===== config.mk =====
export PLATFORM = sky130hd
export DESIGN_NAME = sdram_init_flat
export DESIGN_NICKNAME = d
export VERILOG_FILES = /design/src/rtl/sdram_init_if.sv /design/src/rtl/sdram_init.sv /design/src/flat_wrapper.sv
export SDC_FILE = /design/constraint.sdc
export NUM_CORES = 1
export LEC_CHECK = 0
export CAP_MARGIN = 5
export CORE_ASPECT_RATIO = 0.5
export CORE_UTILIZATION = 45
export CTS_CLUSTER_DIAMETER = 60
export CTS_CLUSTER_SIZE = 8
export DETAILED_ROUTE_END_ITERATION = 6
export HOLD_SLACK_MARGIN = 0.05
export PLACE_DENSITY_LB_ADDON = 0.25
export SYNTH_ARGS = -nofsm -noshare
export SYNTH_HDL_FRONTEND = slang
export SYNTH_SLANG_ARGS = --single-unit

===== constraint.sdc =====
create_clock -name clk -period 2.39 [get_ports clk]
set_clock_uncertainty 0.2 [all_clocks]
set_input_delay 0.239 -clock clk [delete_from_list [all_inputs] [get_ports clk]]
set_output_delay 0.239 -clock clk [all_outputs]
set_load 0.005 [all_outputs]

===== src/rtl/sdram_init_if.sv =====
// rtl/sdram_init_if.sv - SDRAM init command bus between the sequencer and the controller command mux
interface sdram_init_if #(
  parameter int ADDR_W = 11,
  parameter int BA_W   = 2
);
  logic [3:0]        init_cmd;
  logic [ADDR_W-1:0] init_addr;
  logic [BA_W-1:0]   init_ba;
  logic              init_cke;
  logic              init_done;

  modport master (
    output init_cmd, init_addr, init_ba, init_cke, init_done
  );

  modport slave (
    input init_cmd, init_addr, init_ba, init_cke, init_done
  );
endinterface


===== src/rtl/sdram_init.sv =====
// rtl/sdram_init.sv - SDR SDRAM power-up initialisation sequencer
module sdram_init #(
  parameter int                ADDR_W        = 11,
  parameter int                BA_W          = 2,
  parameter int                T_POWERUP_CYC = 20000,
  parameter int                T_RP_CYC      = 2,
  parameter int                T_RFC_CYC     = 7,
  parameter int                T_MRD_CYC     = 2,
  parameter int                AREF_NUM      = 2,
  parameter logic [ADDR_W-1:0] MODE_REG      = 11'h032
) (
  input  logic          clk,
  input  logic          rst,
  sdram_init_if.master  init_bus
);

  localparam logic [3:0] CMD_NOP = 4'b0111;
  localparam logic [3:0] CMD_PRE = 4'b0010;
  localparam logic [3:0] CMD_REF = 4'b0001;
  localparam logic [3:0] CMD_LMR = 4'b0000;

  localparam int MAX_A = (T_POWERUP_CYC > T_RP_CYC)  ? T_POWERUP_CYC : T_RP_CYC;
  localparam int MAX_B = (T_RFC_CYC     > T_MRD_CYC) ? T_RFC_CYC     : T_MRD_CYC;
  localparam int MAX_T = (MAX_A > MAX_B) ? MAX_A : MAX_B;
  localparam int CNT_W = $clog2(MAX_T) + 1;
  localparam int REF_W = $clog2(AREF_NUM + 1);

  // Wait states are entered one cycle after their command, so a T-cycle
  // spacing needs T-1 wait cycles, i.e. the counter ends at T-2.
  localparam logic [CNT_W-1:0] PU_END  = CNT_W'(T_POWERUP_CYC);
  localparam logic [CNT_W-1:0] RP_END  = CNT_W'(T_RP_CYC - 2);
  localparam logic [CNT_W-1:0] RFC_END = CNT_W'(T_RFC_CYC - 2);
  localparam logic [CNT_W-1:0] MRD_END = CNT_W'(T_MRD_CYC - 2);
  localparam logic [REF_W-1:0] REF_MAX = REF_W'(AREF_NUM);
  localparam logic [ADDR_W-1:0] PRE_ALL_ADDR = ADDR_W'(1) << 10;

  typedef enum logic [2:0] {
    S_WAIT_PU,
    S_PRE,
    S_WAIT_RP,
    S_AREF,
    S_WAIT_RFC,
    S_LMR,
    S_WAIT_MRD,
    S_DONE
  } state_t;

  state_t            state_q, state_d;
  logic [CNT_W-1:0]  cnt_q, cnt_d;
  logic [REF_W-1:0]  ref_q, ref_d;
  logic [3:0]        cmd_q, cmd_d;
  logic [ADDR_W-1:0] addr_q, addr_d;
  logic [BA_W-1:0]   ba_q, ba_d;
  logic              cke_q, cke_d;
  logic              done_q, done_d;

  // Next state, counters and the registered outputs of the state being entered.
  always_comb begin
    state_d = state_q;
    cnt_d   = cnt_q + 1'b1;
    ref_d   = ref_q;

    case (state_q)
      S_WAIT_PU:  if (cnt_q == PU_END) state_d = S_PRE;
      S_PRE:      state_d = S_WAIT_RP;
      S_WAIT_RP:  if (cnt_q == RP_END) state_d = S_AREF;
      S_AREF: begin
        state_d = S_WAIT_RFC;
        ref_d   = ref_q + 1'b1;
      end
      S_WAIT_RFC: if (cnt_q == RFC_END) state_d = (ref_q < REF_MAX) ? S_AREF : S_LMR;
      S_LMR:      state_d = S_WAIT_MRD;
      S_WAIT_MRD: if (cnt_q == MRD_END) state_d = S_DONE;
      S_DONE:     cnt_d = cnt_q;
      default:    state_d = S_WAIT_PU;
    endcase

    // Counters restart on every state entry, so they never need to wrap.
    if (state_d != state_q) cnt_d = '0;
    if (state_d == S_PRE)   ref_d = '0;

    cmd_d  = CMD_NOP;
    addr_d = '0;
    ba_d   = '0;
    cke_d  = 1'b1;
    done_d = 1'b0;
    case (state_d)
      S_PRE: begin
        cmd_d  = CMD_PRE;
        addr_d = PRE_ALL_ADDR;
      end
      S_AREF:  cmd_d = CMD_REF;
      S_LMR: begin
        cmd_d  = CMD_LMR;
        addr_d = MODE_REG;
      end
      S_DONE:  done_d = 1'b1;
      default: ;
    endcase
  end

  // State and output registers; reset aborts any sequence in progress.
  always_ff @(posedge clk) begin
    if (rst) begin
      state_q <= S_WAIT_PU;
      cnt_q   <= '0;
      ref_q   <= '0;
      cmd_q   <= CMD_NOP;
      addr_q  <= '0;
      ba_q    <= '0;
      cke_q   <= 1'b0;
      done_q  <= 1'b0;
    end else begin
      state_q <= state_d;
      cnt_q   <= cnt_d;
      ref_q   <= ref_d;
      cmd_q   <= cmd_d;
      addr_q  <= addr_d;
      ba_q    <= ba_d;
      cke_q   <= cke_d;
      done_q  <= done_d;
    end
  end

  assign init_bus.init_cmd  = cmd_q;
  assign init_bus.init_addr = addr_q;
  assign init_bus.init_ba   = ba_q;
  assign init_bus.init_cke  = cke_q;
  assign init_bus.init_done = done_q;

endmodule


===== src/flat_wrapper.sv =====
// flat-port wrapper written by rule: the top's interface ports become plain ports
module sdram_init_flat 
#(
  parameter int                ADDR_W        = 11,
  parameter int                BA_W          = 2,
  parameter int                T_POWERUP_CYC = 20000,
  parameter int                T_RP_CYC      = 2,
  parameter int                T_RFC_CYC     = 7,
  parameter int                T_MRD_CYC     = 2,
  parameter int                AREF_NUM      = 2,
  parameter logic [ADDR_W-1:0] MODE_REG      = 11'h032
)
  (clk, rst, init_bus_init_cmd, init_bus_init_addr, init_bus_init_ba, init_bus_init_cke, init_bus_init_done);
  sdram_init_if #(.ADDR_W(ADDR_W), .BA_W(BA_W)) init_bus_i ();
  input  logic clk;
  input  logic rst;
  output wire logic [$bits(init_bus_i.init_cmd)-1:0] init_bus_init_cmd;
  output wire logic [$bits(init_bus_i.init_addr)-1:0] init_bus_init_addr;
  output wire logic [$bits(init_bus_i.init_ba)-1:0] init_bus_init_ba;
  output wire logic [$bits(init_bus_i.init_cke)-1:0] init_bus_init_cke;
  output wire logic [$bits(init_bus_i.init_done)-1:0] init_bus_init_done;
  assign init_bus_init_cmd = init_bus_i.init_cmd;
  assign init_bus_init_addr = init_bus_i.init_addr;
  assign init_bus_init_ba = init_bus_i.init_ba;
  assign init_bus_init_cke = init_bus_i.init_cke;
  assign init_bus_init_done = init_bus_i.init_done;
  sdram_init #(.ADDR_W(ADDR_W), .BA_W(BA_W), .T_POWERUP_CYC(T_POWERUP_CYC), .T_RP_CYC(T_RP_CYC), .T_RFC_CYC(T_RFC_CYC), .T_MRD_CYC(T_MRD_CYC), .AREF_NUM(AREF_NUM), .MODE_REG(MODE_REG)) u_core (.clk(clk), .rst(rst), .init_bus(init_bus_i));
endmodule

==> results of run 1 <==
## path summary, 6_finish.rpt
| kind | slack [ns] | end | start | depth (start not counted) |
|---|---|---|---|---|
| worst max register to register | 0.31 | u_core.cnt_q[8]$_SDFFE_PP0P_ | u_core.cnt_q[12]$_SDFFE_PP0P_ | 5 |
| worst max-delay path | 0.31 | u_core.cnt_q[8]$_SDFFE_PP0P_ | u_core.cnt_q[12]$_SDFFE_PP0P_ | 5 |
| worst min register to register | 0.33 | u_core.cnt_q[15]$_SDFFE_PP0P_ | u_core.cnt_q[15]$_SDFFE_PP0P_ | 2 |
| worst min-delay path | 0.33 | u_core.cnt_q[15]$_SDFFE_PP0P_ | u_core.cnt_q[15]$_SDFFE_PP0P_ | 2 |
## layout make-up
class	instances	area, um2
Clock buffer	3	41.29
Timing Repair Buffer	12	115.1
Tap cell	40	50.05
Multi-Input combinational cell	117	778.2
Fill cell	282	1433
Sequential cell	28	560.5
Clock inverter	1	30.03
Inverter	6	22.52
## placed cells by master (no fill, tap or decap), types with 2 or more instances in the layout
cell              n
buf_4             2
conb_1           10
nand2_1           5
clkbuf_8          3
nor2_1            6
and4_1            2
and3_1            5
o21ai_0           6
clkdlybuf4s50_1  10
xnor2_1           5
inv_1             6
nor3_1           15
dfxtp_1          28
xor2_1            7
nand3_1           5
a211oi_1          6
o31ai_1           2
or3_1             3
nand4_1           6
a21oi_1           2
ha_1              3
nor4_1            4
o211ai_1          2
## routing by layer
| metal | part of all wire | vias up | routed length, um |
|---|---|---|---|
| met5 | 0 | - | 0 |
| met4 | 0.0070 | 0 | 19 |
| met3 | 0.063 | 2 | 172 |
| met2 | 0.44 | 42 | 1183 |
| met1 | 0.49 | 542 | 1342 |
| li1 | - | 586 | - |
## power groups by stage
stage | registers (W) | clock network (W) | logic [W]
after CTS | 0.000477 | 0.000378 | 0.0000360
final | 0.000478 | 0.000374 | 0.0000365
after detailed placement | 0.000488 | 0 | 0.0000358
after global routing | 0.000479 | 0.000399 | 0.0000421
after floorplan | 0.000487 | 0 | 0.0000381
after global placement | 0.000488 | 0 | 0.0000363
## flip-flops by register name, summed over array words and instances (netlist names)
| name | count |
|---|---|
| u_core.state_q | 3 |
| u_core.init_bus.init_cmd | 3 |
| u_core.cnt_q | 16 |
| u_core.init_bus.init_addr | 2 |
| u_core.init_bus.init_cke | 1 |
| u_core.init_bus.init_done | 1 |
| u_core.ref_q | 2 |
## logic make-up (layout without fill, tap and decap cells)
logic type | Yosys count | after routing
xor gates and xnor gates | 12 | 12
other | 1 | 10
adders and majority gates | 3 | 3
and+or+nand+nor | 66 | 66
buffers and inverters | 24 | 22
AOI/OAI and AO/OA | 26 | 26
DFF | 28 | 28
## per-stage QoR
stage | total power (W) | instances | setup slack (ns) | hold WS (ns) | utilization
2_1_floorplan | 0.0005252 | 169 | 0.4872 | 0.1114 | -
3_3_place_gp | 0.0005242 | 203 | 0.3571 | 0.3075 | 0.5037
3_5_place_dp | 0.0005242 | 203 | 0.3577 | 0.3170 | 0.5037
4_1_cts | 0.0008913 | 207 | 0.3384 | 0.3301 | 0.5273
5_1_grt | 0.0009202 | 207 | 0.09116 | 0.3550 | 0.5273
6_report | 0.0008879 | 207 | 0.3110 | 0.3307 | 0.5273
## worst max-delay path: cells and delay by family (launching register included)
kind / cells / cell delay (ns)
AO/OA/AOI/OAI: 1 / 0.29
buffers and inverters: 1 / 0.27
flip-flops: 1 / 0.36
AND/OR/NAND/NOR: 3 / 0.83
==> flow_metrics.env, run 1 <==
export IMPL_outcome="finished, final reports clean"
export IMPL_crit_chain="nor4_1 > and4b_1 > o211a_1 > buf_4 > nor3_1"
export IMPL_post_dp_hpwl_um=1836
export IMPL_antenna_found_initial=0
export IMPL_post_cts_buffers=0
export IMPL_worst_setup_path_type="flop to flop"
export IMPL_max_cap_violations=0
export IMPL_routed_wirelength_um=2717
export IMPL_cts_reportedPaths_clkPinSlew_ns=0.10
export IMPL_grt_usage=0.1775
export IMPL_ys_seq_area_frac=0.3879
export IMPL_gp_congestion=0.7964
export IMPL_fin_setup_tns_ns=0
export IMPL_async_flop_share=0
export IMPL_clkPwrFrac=0.421
export IMPL_rsz0062_at_grt="false"
export IMPL_initialDrtViolationCount=37
export IMPL_start_util=0.4769
export IMPL_vias=1172
export IMPL_cts_htree_levels=1
export IMPL_crit_path_end_kind="flop"
export IMPL_synth_top_family_by_area="simple AND/OR/NAND/NOR gates"
export IMPL_synth_area_leaders="dfxtp_1 39%, buf_4 6.2%, nor3_1 5.2%"
export IMPL_worst_skew_pair_late_latency_ns=0.27
export IMPL_grt_busiest_layer="met2"
export IMPL_finalCritPeriodShare=0.8699
export IMPL_synthAdderAreaFrac=0.02597
export IMPL_met3_usage=0.05217
export IMPL_cp_max_fo=16
export IMPL_synth_top_area_frac=0.3879
export IMPL_slew_violations=0
export IMPL_cts_root_buf="clkbuf_8"
export IMPL_cp_arrival_ns=2.04
export IMPL_start_kind="flop"
export IMPL_dieArea_mm2=0.003456
export IMPL_max_stage_delay_ns=0.46
export IMPL_antenna_left=0
export IMPL_rows=14
export IMPL_p_int_w=0.0007101
export IMPL_synth_edff_count=0
export IMPL_yosys_area_top_type="dfxtp_1"
export IMPL_dr_pass1_iters=4
export IMPL_setup_violations_final=0
export IMPL_synth_mux_area_fraction=0
export IMPL_met2_usage=0.2678
export IMPL_grt_pass1_vias=985
export IMPL_synth_xor_area_share=0.07273
export IMPL_timing_fmax_mhz=481.0
export IMPL_ys_seq_elements=28
export IMPL_power_switching_fraction=0.2002
export IMPL_hold_path_class="flop to flop"
export IMPL_yosysWarnings=0
export IMPL_cts_tree="built"
export IMPL_layout_drive_gt1_share=0.09581
export IMPL_p_seq_frac=0.538
export IMPL_wl_per_cell_um=13.13
export IMPL_postSynthAreaPerCell_um2=9.032
export IMPL_clkSinkCount=28
export IMPL_synth_cell_types=46
export IMPL_pwr_share_comb=0.041
export IMPL_io_pins=21
export IMPL_grt_ovfl_total=0
export IMPL_syn_area_mm2=0.001445
export IMPL_critPathSlowestCell="nor4_1"
export IMPL_synth_commonest_cells="28 x dfxtp_1, 15 x nor3_1, 12 x buf_4, 7 x xor2_1"
export IMPL_fin_area_mm2=0.001598
export IMPL_drc=0
export IMPL_power_switching_w=0.0001778
export IMPL_required_ns=2.35
export IMPL_grt_pass1_wl_um=4678
export IMPL_synthCells=160
export IMPL_yosys_area_share_simple=0.2797
export IMPL_hold_viol_final=0
export IMPL_use_met1=0.2473
export IMPL_ctsResizeCount=0
export IMPL_cts_hold_buf=0
export IMPL_vias_per_cell=5.662
export IMPL_synthToLayoutAreaGrowth_pct=10.56
export IMPL_antennaDiodeCount=0
export IMPL_grt_max_degree=17
export IMPL_fp_dieW_um=82.14
export IMPL_p_leak_nw=0.5915
export IMPL_synth_compound_area_frac=0.1342
export IMPL_portBuffers=10
export IMPL_die_h_um=42.07
export IMPL_clk_path_buf_depth=2
export IMPL_nets=173
export IMPL_synth_flop_cell="dfxtp_1"
export IMPL_yosysMostFrequentCell="dfxtp_1"
export IMPL_period_minus_slack_ns=2.079
export IMPL_powerDensity_mw_per_mm2=555.7
export IMPL_coreArea_mm2=0.003030
export IMPL_numCtsBuffers=3
export IMPL_postPlaceCellArea_mm2=0.001526
export IMPL_max_vdd_ir_drop_mv=0.3079
Note: power is estimated with default switching activity, not from simulation.
==> inputs of run 2 (changes only) <==
--- a/config.mk
+++ b/config.mk
@@ -8,7 +8,7 @@
 export CAP_MARGIN = 5
 export CORE_ASPECT_RATIO = 0.5
 export CORE_UTILIZATION = 45
-export CTS_CLUSTER_DIAMETER = 60
+export CTS_CLUSTER_DIAMETER = 200
 export CTS_CLUSTER_SIZE = 8
 export DETAILED_ROUTE_END_ITERATION = 6
 export HOLD_SLACK_MARGIN = 0.05
==> results of run 2 <==
Same layout as run 1: the final DEF is identical, and so are final timing and power.
